File: config.mk
export PLATFORM = sky130hd
export DESIGN_NAME = ising_phase_reader
export DESIGN_NICKNAME = d
export VERILOG_FILES = /design/src/rtl/ising_phase_reader.sv
export SDC_FILE = /design/constraint.sdc
export NUM_CORES = 1
export LEC_CHECK = 0
export BUFFER_PORTS_ARGS = -buffer_cell sky130_fd_sc_hd__buf_2
export CAP_MARGIN = 30
export CORE_MARGIN = 10
export CORE_UTILIZATION = 30
export CTS_CLUSTER_SIZE = 40
export DETAILED_ROUTE_END_ITERATION = 8
export PLACE_DENSITY = 0.47
export SLEW_MARGIN = 10
export SYNTH_ARGS = -nofsm -noshare
export SYNTH_HDL_FRONTEND = slang
export SYNTH_SLANG_ARGS = --single-unit
File: constraint.sdc
create_clock -name clk -period 21.4 [get_ports clk]
set_input_delay 3.21 -clock clk [delete_from_list [all_inputs] [get_ports clk]]
set_output_delay 3.21 -clock clk [all_outputs]
set_load 0.03 [all_outputs]
File: src/rtl/ising_phase_reader.sv
// rtl/ising_phase_reader.sv - oscillator phase readout: sync, windowed mismatch count, spin resolve, register read
// Optional raw counter readback: define PHASE_RAW_COUNT_EN
module ising_phase_reader #(
  parameter int NUM_SPINS   = 8,
  parameter int SYNC_STAGES = 2,
  parameter int CNT_WIDTH   = 16
) (
  input  logic                 clk,
  input  logic                 axi_rst,
  input  logic [NUM_SPINS-1:0] phase_in,
  input  logic                 phase_ref,
  input  logic                 start,
  input  logic [CNT_WIDTH-1:0] settle_len,
  input  logic [CNT_WIDTH-1:0] window_len,
  input  logic                 rready,
  input  logic                 rd_addr_match,
  input  logic [7:0]           rd_index,
  output logic [31:0]          rdata,
  output logic                 rvalid,
  output logic                 busy,
  output logic                 done
);

  typedef enum logic [1:0] {
    ST_IDLE   = 2'd0,
    ST_SETTLE = 2'd1,
    ST_SAMPLE = 2'd2,
    ST_DONE   = 2'd3
  } state_t;

  state_t state_q, state_d;

  logic [NUM_SPINS-1:0] sync_in_q  [SYNC_STAGES];
  logic [SYNC_STAGES-1:0] sync_ref_q;
  logic [NUM_SPINS-1:0] mismatch;

  logic [CNT_WIDTH-1:0] settle_cnt_q;
  logic [CNT_WIDTH-1:0] win_cnt_q;
  logic [CNT_WIDTH-1:0] win_len_q;
  logic [CNT_WIDTH-1:0] cnt_q [NUM_SPINS];
  logic [CNT_WIDTH-1:0] cnt_d [NUM_SPINS];
  logic [NUM_SPINS-1:0] spin_q, spin_d;
  logic                 busy_q, done_q;
  logic [31:0]          rdata_q;
  logic                 rvalid_q;
  logic [31:0]          rd_word;

  logic load_en, zero_win, sample_en, finish;
  logic rd_req;

  // Multi-flop synchronizers for the free-running oscillator outputs
  always_ff @(posedge clk or posedge axi_rst) begin
    if (axi_rst) begin
      for (int s = 0; s < SYNC_STAGES; s++) sync_in_q[s] <= '0;
      sync_ref_q <= '0;
    end else begin
      sync_in_q[0]  <= phase_in;
      sync_ref_q[0] <= phase_ref;
      for (int s = 1; s < SYNC_STAGES; s++) begin
        sync_in_q[s]  <= sync_in_q[s-1];
        sync_ref_q[s] <= sync_ref_q[s-1];
      end
    end
  end

  assign mismatch = sync_in_q[SYNC_STAGES-1] ^ {NUM_SPINS{sync_ref_q[SYNC_STAGES-1]}};

  // FSM state register
  always_ff @(posedge clk or posedge axi_rst) begin
    if (axi_rst) state_q <= ST_IDLE;
    else         state_q <= state_d;
  end

  // FSM next-state logic; DONE is a single-cycle state that falls back to IDLE
  always_comb begin
    state_d = state_q;
    case (state_q)
      ST_IDLE: begin
        if (start) begin
          if (window_len == '0)      state_d = ST_DONE;
          else if (settle_len == '0) state_d = ST_SAMPLE;
          else                       state_d = ST_SETTLE;
        end
      end
      ST_SETTLE: if (settle_cnt_q == CNT_WIDTH'(1)) state_d = ST_SAMPLE;
      ST_SAMPLE: if (win_cnt_q == CNT_WIDTH'(1))    state_d = ST_DONE;
      default:   state_d = ST_IDLE;
    endcase
  end

  // FSM output strobes driving the datapath
  always_comb begin
    load_en   = (state_q == ST_IDLE) && start;
    zero_win  = load_en && (window_len == '0);
    sample_en = (state_q == ST_SAMPLE);
    finish    = sample_en && (win_cnt_q == CNT_WIDTH'(1));
  end

  // Saturating counter increment and majority decision including the final sample
  always_comb begin
    for (int i = 0; i < NUM_SPINS; i++) begin
      cnt_d[i] = cnt_q[i];
      if (mismatch[i] && (cnt_q[i] != {CNT_WIDTH{1'b1}})) cnt_d[i] = cnt_q[i] + CNT_WIDTH'(1);
      spin_d[i] = (cnt_d[i] > (win_len_q >> 1));
    end
  end

  // Measurement datapath: window counters, mismatch counters, spin and status registers
  always_ff @(posedge clk or posedge axi_rst) begin
    if (axi_rst) begin
      settle_cnt_q <= '0;
      win_cnt_q    <= '0;
      win_len_q    <= '0;
      for (int i = 0; i < NUM_SPINS; i++) cnt_q[i] <= '0;
      spin_q       <= '0;
      busy_q       <= 1'b0;
      done_q       <= 1'b0;
    end else begin
      if (load_en) begin
        settle_cnt_q <= settle_len;
        win_cnt_q    <= window_len;
        win_len_q    <= window_len;
        for (int i = 0; i < NUM_SPINS; i++) cnt_q[i] <= '0;
        // An empty window completes immediately with all-zero results
        busy_q       <= !zero_win;
        done_q       <= zero_win;
        if (zero_win) spin_q <= '0;
      end
      if (state_q == ST_SETTLE) settle_cnt_q <= settle_cnt_q - CNT_WIDTH'(1);
      if (sample_en) begin
        for (int i = 0; i < NUM_SPINS; i++) cnt_q[i] <= cnt_d[i];
        win_cnt_q <= win_cnt_q - CNT_WIDTH'(1);
      end
      if (finish) begin
        spin_q <= spin_d;
        done_q <= 1'b1;
        busy_q <= 1'b0;
      end
    end
  end

  // Read word mux over current register contents, so a coincident update is not visible
  always_comb begin
    rd_word = '0;
    if (rd_index == 8'd0)      rd_word = {29'b0, state_q, done_q};
    else if (rd_index == 8'd1) rd_word = {{(32-NUM_SPINS){1'b0}}, spin_q};
`ifdef PHASE_RAW_COUNT_EN
    else begin
      for (int i = 0; i < NUM_SPINS; i++) begin
        if (rd_index == 8'(i + 2)) rd_word = 32'(cnt_q[i]);
      end
    end
`endif
  end

  assign rd_req = rready & rd_addr_match;

  // One-cycle read response; data is forced to zero when not valid
  always_ff @(posedge clk or posedge axi_rst) begin
    if (axi_rst) begin
      rvalid_q <= 1'b0;
      rdata_q  <= '0;
    end else begin
      rvalid_q <= rd_req;
      rdata_q  <= rd_req ? rd_word : 32'h0;
    end
  end

  assign rdata  = rdata_q;
  assign rvalid = rvalid_q;
  assign busy   = busy_q;
  assign done   = done_q;

endmodule
After elaboration in Yosys (flattened, before gate mapping) --
Cells that the tools add are included. W data, S select, Z words.
Storage, ports and cells: register bits 239, bits of input ports 54, output and inout bits 35, word-level logic and storage cells 108
Operators by class: $add $sub $neg 10, magnitude comparators 8, equality and inequality tests 16, muxes and demuxes 30, bitwise logic cells 2, reductions and logical operators 22
Operators by type and width (count):
- $mux W128 | 2
- $mux W16 | 12
- $add A16 B1 Y16 const B | 8
- $gt A16 B15 Y1 | 8
- $ne A16 B16 Y1 const B | 8
- $mux W8 | 5
- $eq A16 B1 Y1 const B | 2
- $logic_not A16 Y1 | 2
- $mux W32 | 1
- $sub A16 B1 Y16 const B | 2
- $logic_and A1 B1 Y1 | 11
- $mux W2 | 5
- $eq A8 B1 Y1 const B | 1
- $logic_not A8 Y1 | 1
- $reduce_bool A2 Y1 | 4
- $xor A8 B8 Y8 | 1
- $pmux W2 S3 | 1
- $mux W1 | 4
- $ne A2 B2 Y1 const B | 2
- $reduce_and A3 Y1 | 1
- $eq A2 B1 Y1 const B | 1
- $eq A2 B2 Y1 const B | 1
- $logic_not A2 Y1 | 1
- $ne A2 B1 Y1 const B | 1
- other kinds (3) | 3

Logic depth before layout (Yosys ltp) --
word-level depth 6, gate-level depth with buffers 14, mapped depth without buffers 13

Worst setup path before layout --
Ideal clock, no wire load.
path type input -> register, start input port start, end register settle_cnt_q[7], library setup time 123 ps, data arrival time 4229 ps, data required time 21277 ps, slack 17048 ps, stages 6, path buffers 1, cells stage by stage and2_1 -> clkbuf_1 -> nor2_1 -> inv_1 -> o21a_1 -> o221a_2
Between the ends: cells in the longest elaborated chain, start to end 2
RTL lines:
- start: declaration | line 12 | input logic start,
- $logic_and A1 B1 Y1 | line 93 | load_en = (state_q == ST_IDLE) && start;
- $reduce_bool A2 Y1 (no source line)
- end signal: assignment | line 120 | settle_cnt_q <= settle_len;
- end signal: assignment | line 129 | if (state_q == ST_SETTLE) settle_cnt_q <= settle_cnt_q - CNT_WIDTH'(1);
- end: declaration | line 37 | logic [CNT_WIDTH-1:0] settle_cnt_q;
Every way passes these cells. A chain may end at the register's enable or synchronous reset.

Worst setup path in the final report --
start input port start, end register cnt_q[106] in the netlist's numbering
Between the ends: cells in the longest elaborated chain, start to end 2
RTL lines:
- $logic_and A1 B1 Y1 | line 93
- $reduce_bool A2 Y1 (no source line)
- end: declaration | line 40 | logic [CNT_WIDTH-1:0] cnt_q [NUM_SPINS];
Every way passes these cells.

==> Implementation_results.wiki <==
{| class="wikitable"
! Metric !! Value
|-
| Status || finished clean
|-
| Count of max-cap constraint violations || 0
|-
| Pre-CTS setup slack || 16.05 ns
|-
| Count of unresolved DRC violations after routing || 0
|-
| Met3 track demand over resource || 0.0245
|-
| Number of slew-limit violations in the final report || 0
|-
| Setup TNS after final layout || 0 ns
|-
| Number of buffers created by CTS || 27
|-
| Start-to-end type of the worst setup path || in -> reg
|-
| Port-buffer cells || 64
|-
| Total overflow reported by the global router || 0
|-
| Layout cell share with drive strength beyond 1 || 0.0942
|-
| DRT Wirelength || 43,500 um
|-
| Area growth from synthesis to layout || 12.8%
|-
| Detailed placement HPWL || 29,100 um
|-
| Clock Latency Late Sink || 0.56 ns
|-
| Required time at the worst-slack endpoint || 21.86 ns
|-
| Syn Std Cell Area || 14,700 sq um
|-
| Buffers inserted during post-CTS setup optimization || 0
|-
| Library cell occupying the most area in the post-synthesis netlist || sky130_fd_sc_hd__dfrtp_1
|-
| Placed Instance Area || 15,500 sq um
|-
| Worst Max-Slew Pin Slew || 0.948 ns
|-
| Final Hold Vio Count || 0
|-
| Mean post-synth cell area || 9.04 sq um
|-
| Clock tree from TritonCTS || done
|-
| Worst EP arrival || 5.22 ns
|-
| Met1 layer usage reported by global route || 0.203
|-
| Most Used Layer, Global Route || met2
|-
| Critical path capture point type || flip-flop
|-
| Routed vias/inst || 5.32
|-
| Vias post-DR || 12.3k
|-
| Clock tree root buffer cell || sky130_fd_sc_hd__clkbuf_16
|-
| Kind of launch point of the worst setup path || input pin
|-
| Dominant cells by area after synthesis || sky130_fd_sc_hd__dfrtp_1 (37%), sky130_fd_sc_hd__ha_1 (12%), sky130_fd_sc_hd__nand2_1 (4.7%)
|-
| Power per unit of standard cell area || 103 nW/um^2
|-
| Worst hold slack || 0.341 ns
|-
| Hold/Removal Path Class || reg -> reg
|-
| Antenna violations before repair || 1
|-
| Period utilisation layout || 0.223
|-
| Worst ir drop on vdd || 0.0000568 V
|-
| Die outline width || 241 um
|-
| Pin count of the biggest net entering global routing || 96
|-
| Starting density of the core || 0.305
|-
| Crit path setup slack, layout || 16.63 ns
|-
| Global-route wire length before repair || 69,300 um
|-
| CTS clk-pin slew, worst paths || 0.06 ns
|-
| Post-synth ARST share || 1.00
|-
| TritonCTS Sinks || 214
|-
| Critical-path maximum fanout || 70
|-
| Die Y || 241 um
|-
| Diode count || 0
|-
| Count of different cell masters after synthesis || 71
|-
| Prevailing post-synth register cell || sky130_fd_sc_hd__dfrtp_1
|-
| Area enclosed by the die boundary || 58,100 sq um
|-
| Final setup violation count || 0
|-
| Count of flip-flops with a built-in enable after synthesis || 0
|-
| Proportion of netlist area held by the largest area contributor || 0.365
|-
| DR pass1 iterations || 5
|-
| Initial drt markers || 660
|-
| Gate count after technology mapping || 1,622
|-
| Count of antenna-violating nets left after detailed routing || 0
|-
| Final Wtd Congestion || 0.823
|-
| CTS-repair resized insts || 0
|-
| Portion of the post-synthesis area used by sequential elements || 0.365
|-
| CTS Hold Bufs || 0
|-
| Placement Rows || 80
|-
| Crit path time final || 4.77 ns
|-
| Placed instance count || 2,252
|-
| Count of warnings emitted by yosys || 0
|-
| Max Clk Rate || 210 MHz
|-
| Via count of the first global-routing pass || 12.3k
|-
| Met2 track demand over resource in global routing || 0.242
|-
| All-layer global routing usage || 0.150
|-
| Final layout net count || 1,858
|-
| Core Region || 48,000 sq um
|-
| CTS H-tree depth || 1
|-
| Slew Limit Headroom || 0.368
|-
| Yosys reg bits || 214
|-
| Average detailed-routed wire length per instance || 18.9 um
|-
| Most used standard cell by instance count after synthesis || sky130_fd_sc_hd__dfrtp_1
|-
| Finished Cell Area || 16,500 sq um
|-
| Top-level I/O count || 89
|-
| Final worst clock skew || 0.0148 ns
|-
| Maximum number of buffers from clock root to sink || 3
|-
| Leakage || 7.52 nW
|-
| Synth cell count leaders || sky130_fd_sc_hd__dfrtp_1 (214), sky130_fd_sc_hd__nand2_1 (185), sky130_fd_sc_hd__ha_1 (136), sky130_fd_sc_hd__o21ai_0 (105), sky130_fd_sc_hd__a21oi_1 (93)
|-
| Count of placed standard cells in the final layout, fillers left out || 2,303
|-
| RSZ-0062 raised after global routing || no
|-
| Setup slack, reg-to-reg || 17.65 ns
|}
[cell type report]
cell class                 count  area (sq um)
inverter                      48           188
tap                          615           769
fill                        4958         31500
clock inverter                17           245
timing repair buffer          76           450
sequential                   214          5360
clock buffer                  32           734
multi-input combinational   1301          8790
[routing by layer]
layer  part of all wire  vias up
met5            0.00046        -
met4              0.019        2
met3              0.046       51
met2               0.46      248
met1               0.48     5975
li1                   -     5987
[cells in the final DEF, fill, tap and decap left out, drive strengths merged, types with 6 or more instances in the layout]
cell type and count:
a211o 7, a211oi 10, a21o 16, a21oi 93, a22o 65, a31oi 13
and2 10, and3 28, and4 15, buf 76, bufinv 6, clkbuf 32
clkinv 10, conb 24, dfrtp 214, ha 136, inv 48, mux2 10
mux2i 9, nand2 185, nand2b 11, nand3 74, nand4 59, nor2 81
nor2b 49, nor3 37, nor4 27, o21a 12, o21ai 105, o22ai 8
o31ai 12, or2 8, or3 9, xnor2 76, xor2 51
[worst max-delay path, stage by stage]
cell	delay [ns]
sky130_fd_sc_hd__buf_2	0.13
sky130_fd_sc_hd__nand2_2	0.05
sky130_fd_sc_hd__buf_4	0.72
sky130_fd_sc_hd__nand2_1	0.53
sky130_fd_sc_hd__buf_16	0.31
sky130_fd_sc_hd__o21ai_0	0.08
sky130_fd_sc_hd__nand2_1	0.07
sky130_fd_sc_hd__o31ai_1	0.07
[power by group]
part	internal (W)	leakage, nW	switching [W]
Combinational	0.000215	4.26	0.000454
Sequential	0.000465	2.78	0.0000681
Clock	0.000316	0.487	0.000191
Total	0.000996	7.52	0.000713
[registers in the layout (all words and copies together) (netlist names)]
name,flops
win_len_q,15
spin_q,8
sync_ref_q,2
done,1
rvalid,1
settle_cnt_q,16
sync_in_q,16
rdata,8
busy,1
win_cnt_q,16
state_q,2
cnt_q,128
[stage by stage]
step | util | total power [W]
2_1_floorplan | - | 0.000981
3_3_place_gp | 0.322 | 0.00118
4_1_cts | 0.343 | 0.00172
3_5_place_dp | 0.323 | 0.00121
5_1_grt | 0.344 | 0.00184
6_report | 0.344 | 0.00171
[cells by family (layout without fill, tap and decap cells)]
group,count (synthesis),after routing,share of synthesized area
buf+inv,130,173,0.0426
compound gates,388,388,0.174
simple gates,607,607,0.211
flops,214,214,0.365
xor+xnor,127,127,0.0769
mux,19,19,0.0138
other cells,1,24,0.000256
fa+ha+maj,136,136,0.116
[final timing paths]
kind                               start           end  cells past startpoint
hold / removal             sync_in_q[10]  sync_in_q[2]                      0
setup / recovery                   start    cnt_q[106]                      8
min in group asynchronous        axi_rst    cnt_q[112]                      2
setup reg to reg                cnt_q[0]     spin_q[7]                     13
max in group asynchronous        axi_rst     cnt_q[66]                      3
hold reg to reg            sync_in_q[10]  sync_in_q[2]                      0
(Power assumes the default switching activity.)
